**config.mk**
```make
export PLATFORM = sky130hd
export DESIGN_NAME = mtr_seq
export DESIGN_NICKNAME = d
export VERILOG_FILES = /design/src/rtl/mtr_seq.sv
export SDC_FILE = /design/constraint.sdc
export NUM_CORES = 1
export LEC_CHECK = 0
export ABC_AREA = 1
export CORE_ASPECT_RATIO = 0.8
export CORE_MARGIN = 5
export CORE_UTILIZATION = 64
export DETAILED_ROUTE_END_ITERATION = 16
export PLACE_DENSITY_LB_ADDON = 0.05
export SLEW_MARGIN = 20
export SYNTH_ARGS = -nofsm -noshare
export SYNTH_HDL_FRONTEND = slang
export SYNTH_SLANG_ARGS = --single-unit
```
**constraint.sdc**
```tcl
create_clock -name clk -period 8.9 [get_ports clk]
set_clock_uncertainty 0.15 [all_clocks]
set_input_delay 1.335 -clock clk [delete_from_list [all_inputs] [get_ports clk]]
set_output_delay 1.335 -clock clk [all_outputs]
set_load 0.1 [all_outputs]
```
**src/rtl/mtr_seq.sv**
```systemverilog
// Speed/direction sequencer feeding the dual-channel PWM motor driver.
// Converts signed wheel commands into slew-limited (magnitude, rev) pairs with braked, dead-timed reversals.

module MtrSeqChan #(
    parameter int STEP     = 16,
    parameter int DEAD_CYC = 2048
) (
    input  logic        clk_i,
    input  logic        rst_n_i,
    input  logic        en_i,
    input  logic        estop_i,
    input  logic        tick_i,
    input  logic [11:0] cmd_i,
    output logic [10:0] spd_o,
    output logic        rev_o,
    output logic        busy_o
);

    typedef enum logic [1:0] {
        DRIVE = 2'd0,
        BRAKE = 2'd1,
        DEAD  = 2'd2
    } chanState_e;

    localparam logic [10:0] STEP_V    = 11'(STEP);
    localparam logic [15:0] DEAD_LOAD = 16'(DEAD_CYC - 1);

    chanState_e  state_q, state_d;
    logic [10:0] spd_q, spd_d;
    logic        rev_q, rev_d;
    logic        busy_q, busy_d;
    logic [15:0] deadCnt_q, deadCnt_d;

    logic        tgtDir;
    logic [10:0] tgtMag;
    logic [10:0] cmdNeg;
    logic [10:0] upDiff, dnDiff;
    logic [10:0] upStep, dnStep, brakeStep;

    // A zero or disabled command keeps the current direction so it never triggers a flip.
    always_comb begin
        cmdNeg = ~cmd_i[10:0] + 11'd1;
        tgtDir = rev_q;
        tgtMag = '0;
        if (en_i && (cmd_i != 12'd0)) begin
            tgtDir = cmd_i[11];
            if (!cmd_i[11]) begin
                tgtMag = cmd_i[10:0];
            end else if (cmd_i[10:0] == 11'd0) begin
                tgtMag = 11'h7FF;
            end else begin
                tgtMag = cmdNeg;
            end
        end
    end

    always_comb begin
        upDiff    = tgtMag - spd_q;
        dnDiff    = spd_q - tgtMag;
        upStep    = (upDiff > STEP_V) ? STEP_V : upDiff;
        dnStep    = (dnDiff > STEP_V) ? STEP_V : dnDiff;
        brakeStep = (spd_q > STEP_V) ? STEP_V : spd_q;
    end

    always_comb begin
        state_d   = state_q;
        spd_d     = spd_q;
        rev_d     = rev_q;
        deadCnt_d = deadCnt_q;
        if (estop_i) begin
            state_d   = DEAD;
            spd_d     = '0;
            deadCnt_d = DEAD_LOAD;
        end else begin
            case (state_q)
                DRIVE: begin
                    if (tgtDir == rev_q) begin
                        if (tick_i) begin
                            if (tgtMag > spd_q) begin
                                spd_d = spd_q + upStep;
                            end else begin
                                spd_d = spd_q - dnStep;
                            end
                        end
                    end else if (spd_q != 11'd0) begin
                        state_d = BRAKE;
                    end else begin
                        state_d   = DEAD;
                        deadCnt_d = DEAD_LOAD;
                    end
                end
                BRAKE: begin
                    if (tgtDir == rev_q) begin
                        state_d = DRIVE;
                    end else if (spd_q == 11'd0) begin
                        state_d   = DEAD;
                        deadCnt_d = DEAD_LOAD;
                    end else if (tick_i) begin
                        spd_d = spd_q - brakeStep;
                    end
                end
                DEAD: begin
                    // Direction may only change here, with the wheel held at zero.
                    spd_d = '0;
                    if (deadCnt_q == 16'd0) begin
                        rev_d   = tgtDir;
                        state_d = DRIVE;
                    end else begin
                        deadCnt_d = deadCnt_q - 16'd1;
                    end
                end
                default: begin
                    state_d = DRIVE;
                    spd_d   = '0;
                end
            endcase
        end
        busy_d = (state_d != DRIVE);
    end

    always_ff @(posedge clk_i) begin
        if (!rst_n_i) begin
            state_q   <= DRIVE;
            spd_q     <= '0;
            rev_q     <= 1'b0;
            busy_q    <= 1'b0;
            deadCnt_q <= '0;
        end else begin
            state_q   <= state_d;
            spd_q     <= spd_d;
            rev_q     <= rev_d;
            busy_q    <= busy_d;
            deadCnt_q <= deadCnt_d;
        end
    end

    assign spd_o  = spd_q;
    assign rev_o  = rev_q;
    assign busy_o = busy_q;

endmodule

module mtr_seq #(
    parameter int UPD_DIV  = 1024,
    parameter int STEP     = 16,
    parameter int DEAD_CYC = 2048
) (
    input  logic        clk,
    input  logic        rst_n,
    input  logic        en,
    input  logic        estop,
    input  logic [11:0] lft_cmd,
    input  logic [11:0] rght_cmd,
    output logic [10:0] lft_spd,
    output logic        lft_rev,
    output logic [10:0] rght_spd,
    output logic        rght_rev,
    output logic        lft_busy,
    output logic        rght_busy
);

    localparam int PW = (UPD_DIV > 1) ? $clog2(UPD_DIV) : 1;
    localparam logic [PW-1:0] PRE_MAX = PW'(UPD_DIV - 1);

    logic [PW-1:0] preCnt_q, preCnt_d;
    logic          tick;

    // Shared free-running update prescaler; deliberately ignores en and estop.
    always_comb begin
        tick     = (preCnt_q == PRE_MAX);
        preCnt_d = tick ? '0 : preCnt_q + PW'(1);
    end

    always_ff @(posedge clk) begin
        if (!rst_n) begin
            preCnt_q <= '0;
        end else begin
            preCnt_q <= preCnt_d;
        end
    end

    MtrSeqChan #(
        .STEP     (STEP),
        .DEAD_CYC (DEAD_CYC)
    ) uLft (
        .clk_i   (clk),
        .rst_n_i (rst_n),
        .en_i    (en),
        .estop_i (estop),
        .tick_i  (tick),
        .cmd_i   (lft_cmd),
        .spd_o   (lft_spd),
        .rev_o   (lft_rev),
        .busy_o  (lft_busy)
    );

    MtrSeqChan #(
        .STEP     (STEP),
        .DEAD_CYC (DEAD_CYC)
    ) uRght (
        .clk_i   (clk),
        .rst_n_i (rst_n),
        .en_i    (en),
        .estop_i (estop),
        .tick_i  (tick),
        .cmd_i   (rght_cmd),
        .spd_o   (rght_spd),
        .rev_o   (rght_rev),
        .busy_o  (rght_busy)
    );

endmodule
```
## Word-level counts from Yosys, hierarchy flattened

Cells that the tools add are included.

- Bitwise gates (word level): 4
- Reductions and logical operators: 30
- Add/sub/neg operators: 15
- $lt $le $gt $ge: 8
- Equality and inequality tests: 35
- Mux-type cells: 56

Operators with widths:

| cell | count |
|---|---|
| 11-bit two-way mux | 26 |
| 16-bit two-way mux | 10 |
| 16-bit case mux with 3 select lines | 2 |
| 11-bit subtractor | 8 |
| 11-bit by 5-bit greater-than comparator with 1-bit output (second input constant) | 6 |
| 11-bit zero test | 4 |
| 11-bit case mux with 2 select lines | 2 |
| 16-bit zero test | 2 |
| 16-bit by 1-bit subtractor with 16-bit output (second input constant) | 2 |
| 2-bit inequality test (second input constant) | 14 |
| 2-bit two-way mux | 12 |
| 3-bit inequality test (second input constant) | 8 |
| 6-bit AND reduction | 4 |
| 12-bit nonzero test | 2 |
| 11-bit by 1-bit adder with 11-bit output (second input constant) | 2 |
| 11-bit adder | 2 |
| 11-bit greater-than comparator | 2 |
| 11-bit NOT | 2 |
| 11-bit nonzero test | 2 |
| 2-bit case mux with 3 select lines | 2 |
| 10-bit by 1-bit adder with 10-bit output (second input constant) | 1 |
| 10-bit == test (second input constant) | 1 |
| 5-bit AND reduction | 2 |
| 2-bit by 1-bit inequality test with 1-bit output (second input constant) | 4 |
| other kinds (13) | 26 |

- Input bits: 28
- Logic and storage cells: 161
- Output and inout bits: 26
- Flip-flop bits (word level): 72

## Depth between registers and ports, before layout

- Word-level depth: 13
- Depth in mapped cells: 45
- Mapped depth without buffers: 44

## Modules after synthesis

A second synthesis with hierarchy kept.

- Cell total of the unflattened synthesis: 1379
- Area, all modules: 8600.7 µm²

By module, submodules not included:

| module | times used | cells each | seq. area each (µm²) | area each (µm²) |
|---|---|---|---|---|
| MtrSeqChan (uLft) | 1 | 655 | 620.6 | 4080.2 |
| MtrSeqChan (uRght) | 1 | 666 | 620.6 | 4058.9 |
| mtr_seq | 1 | 58 | 200.2 | 461.7 |

## Worst setup path after synthesis

OpenSTA, ideal clock, no wires.

- Kind: in2reg
- Start: in rght_cmd[0]
- End: reg uRght.spd_q[10] (netlist: uRght.spd_o[10])
- Data arrival time: 6.028 ns
- Setup slack: 2.591 ns
- Stages on the path: 41
- Buffers on the path: 0
- Library setup time: 0.131 ns
- Required time: 8.619 ns
- Path through: inv_1 ha_1 inv_1 nor3_2 nand3_2 nor3_4 nand2_1 nor2_1 inv_1 a21oi_1 inv_1 ha_1 fa_1 xnor2_1 nor2_1 nand3_1 nand2_1 nand2_1 [... 5 more ...] xor2_1 o22ai_1 a21oi_1 ha_1 inv_1 nor3_1 a21oi_1 nor2_1 o21ai_0 nand2_1 nand2_1 nand2_1 nand2_1 nand2_1 inv_1 nand3_1 nand3_2 a21oi_2

- Cells in the longest elaborated chain, start to end: 13
- Elaborated cells on any way between the ends: 26
- Classes of those cells: add/sub (5); order compare (3); eq/ne (3); mux (10); bitwise (1); reduce/logical (4)

RTL lines:

| what | line | RTL |
|---|---|---|
| start: declaration | 153 | `input logic [11:0] rght_cmd,` |
| 11-bit NOT | 42 | `cmdNeg = ~cmd_i[10:0] + 11'd1;` |
| 11-bit by 1-bit adder with 11-bit output | 42 |  |
| 11-bit two-way mux | 49 | `end else if (cmd_i[10:0] == 11'd0) begin` |
| 11-bit two-way mux | 47 | `if (!cmd_i[11]) begin` |
| 11-bit two-way mux | 45 | `if (en_i && (cmd_i != 12'd0)) begin` |
| 11-bit subtractor (on tied branches) | 59, 58 |  |
| 11-bit by 5-bit greater-than comparator with 1-bit output (on tied branches) | 61, 60 |  |
| 11-bit two-way mux (on tied branches) | 61, 60 |  |
| 11-bit subtractor or 11-bit adder (tied branches) | 82, 80 |  |
| 11-bit two-way mux | 79 | `if (tgtMag > spd_q) begin` |
| 11-bit two-way mux | 78 | `if (tick_i) begin` |
| 11-bit two-way mux | 77 | `if (tgtDir == rev_q) begin` |
| 11-bit case mux with 2 select lines | 75 | `case (state_q)` |
| end signal: assignment | 130 | `spd_q <= spd_d;` |
| end: declaration | 29 | `logic [10:0] spd_q, spd_d;` |

Several ways; a longest one is shown, not always the timed one. The select of a mux whose other input is x is not followed.
A chain may end at the register's enable or synchronous reset.

## Final worst setup path

Same ends and word-level chain as after synthesis.

==> results.yml <==
route:
  vias: 8258
  drtAntennaViolNets: 0
  remaining_drc_errors: 0
  dr.pass1.iters: 5
  wire_per_inst_um: 13.5
  drt_iter0_markers: 703
  vias_per_cell: 5.42
  wl_um: 20600
floorplanning:
  coreArea_um2: 12300
  fp.dieH_um: 110
  die_area_um2: 14900
  die_x_um: 135
  rows: 36
  start_util_pct: 65.7
  io_pins: 54
sta:
  fmaxAchievable_ghz: 0.136
  rsz0062_at_grt: "false"
  post-route-period-util_pct: 82.7
  hold_viol_final: 0
  fin_crit_ns: 7.36
  worst_pin_slew_ns: 0.977
  finalSetupTns_ns: 0
  hold_ws_ns: 0.301
  setup_viol: 0
  slew_headroom_pct: 34.6
  maxSlewViolCount: 0
global_routing:
  grt_pass1_vias: 7342
  grt_pass1_wl_um: 34900
  grtUsageTotal_pct: 28.5
  antenna_found_initial: 0
  grt.overflow.total: 0
  grt_start_max_net_pins: 25
cells_and_area:
  antenna_cells: 0
  n_fill_cell: 1095
  layout_commonest_cell: "nand2_1"
  layout.nets: 1452
  multi_input_area_um2: 5590
  layout.area.seq_um2: 1440
  syn_to_final_growth_pct: 11.6
  drive_gt1_share_pct: 8.57
  layout_common_cells: "290 x nand2_1, 222 x inv_1, 126 x nor2_1"
synthesis:
  ys.flop_type: "dfxtp_1"
  synth-compound-area-share_pct: 15.0
  synth.area.mux_share_pct: 0
  synth.cell_area_um2: 8050
  synth-edff-count: 0
  syn_area_per_cell_um2: 6.16
  synth_top_family_by_area: "simple AND/OR/NAND/NOR gates"
  synthSimpleGateAreaFrac_pct: 38.0
  synth_fa_ha_area_share_pct: 12.2
  synthCells: 1306
  synth-seq-cells: 72
  synthXorXnorAreaFrac_pct: 4.23
  synth.distinct_cells: 60
  synth_warnings: 0
  async_reset_ff_share_pct: 0
  syn-num-nets: 1409
  synth-seq-area-share_pct: 17.9
worst_setup_path:
  worstSetupPathType: "in2reg"
  slowest_stage: "clkdlybuf4s50_1"
  path_max_fanout: 7
  crit_arrival_ns: 7.41
  critPathRequiredTime_ns: 8.94
  startpoint_type: "input port"
  cp_common_cell: "nand2_1"
  slowest_delay_ns: 0.42
  crit_path_end_kind: "register"
place:
  gp_congestion: 0.974
  dp_hpwl_um: 16500
  io_buffers: 53
outcome:
  status: "complete, no violations"
power_and_ir_drop:
  ir_worst_vdd_uv: 161
  p_per_area_nw_per_um2: 141
  leakagePower_uw: 0.00431
clock_tree:
  tritoncts: "built"
  cts_hold_buf: 0
  cts_buffer_depth: 2
  numClockSinks: 72
  clock_latency_ns: 0.34
  cts-buffers-inserted: 9
  cts_resized: 0
  cts-root-buf: "clkbuf_16"
  htree_levels: 3
  clkTransAtPathRegs_ns: 0.06
  post_cts_buffers: 0
job:
  timing.max_cap.violations: 0
min_path:
  hold_class: "reg2reg"
flip-flops by register name, summed over array words and instances (netlist names):
name / count
uLft.state_q: 2
uLft.spd_o: 11
uRght.busy_o: 1
uRght.rev_o: 1
preCnt_q: 10
uRght.spd_o: 11
uRght.deadCnt_q: 16
uLft.rev_o: 1
uRght.state_q: 2
uLft.deadCnt_q: 16
uLft.busy_o: 1
per-stage QoR:
step                utilization [%]  std cells  setup slack (ns)  instance area, µm²  total power [µW]
global route                   73.3       1525             0.836                8980              1350
finish                         73.3       1525              1.54                8980              1260
floorplan                         -       1306              2.59                8050               767
global placement               70.7       1509              1.58                8670               871
detailed placement             70.7       1509              1.39                8670               876
CTS                            73.3       1525              1.64                8980              1260
per-layer routing:
metal	routed length, µm	global-route usage, %	up-vias
met5	0	0	-
met4	236	4.89	0
met3	1560	5.81	21
met2	8870	44.2	250
met1	9980	41.5	3690
li1	-	-	4297
path summary, 6_finish.rpt:
kind	from	endpoint	slack, ns	depth (start not counted)
min	preCnt_q[0]	preCnt_q[0]	0.30	1
min reg2reg	preCnt_q[0]	preCnt_q[0]	0.30	1
max	rght_cmd[0]	uRght.spd_o[10]	1.54	42
max reg2reg	uRght.spd_o[2]	uRght.spd_o[10]	3.94	32
synthesized netlist by cell type (12+ instances only):
master / number / share of area (%)
a21oi_1: 110 / 6.8
dfxtp_1: 72 / 18
ha_1: 69 / 11
inv_1: 222 / 10
inv_2: 12 / 0.56
nand2_1: 290 / 14
nand2_2: 20 / 1.6
nand3_1: 86 / 5.3
nand4_1: 17 / 1.3
nor2_1: 126 / 5.9
nor2_2: 12 / 0.93
nor3_1: 26 / 1.6
o21ai_0: 46 / 2.9
or2_2: 19 / 1.5
xor2_1: 31 / 3.4
cell type report:
cell class	count	area share (%)
Timing Repair Buffer	53	5.91
Tap cell	171	2.38
Clock buffer	10	2.66
Sequential cell	72	16.1
Inverter	236	9.86
Multi-Input combinational cell	977	62.3
Clock inverter	6	0.836
worst max-delay path, delay by kind of cell:
family / cells / cell delay, ns
XOR/XNOR: 2 / 0.35
AND/OR/NAND/NOR: 21 / 2.35
AO/OA/AOI/OAI: 6 / 1.00
buffers and inverters: 8 / 1.08
adder cells (fa/ha/maj): 5 / 1.28
power by group:
| group | internal [µW] | switching [µW] | leakage (µW) |
|---|---|---|---|
| clock network | 229 | 151 | 0.000152 |
| registers | 339 | 19.8 | 0.000590 |
| logic | 177 | 346 | 0.00357 |
cell families (layout without fill, tap and decap cells):
group,Yosys count,in the layout
buf+inv,257,305
flops,72,72
compound gates,212,212
simple gates,652,652
xor+xnor,38,38
fa+ha+maj,75,75
Note: power is estimated with default switching activity, not from simulation.
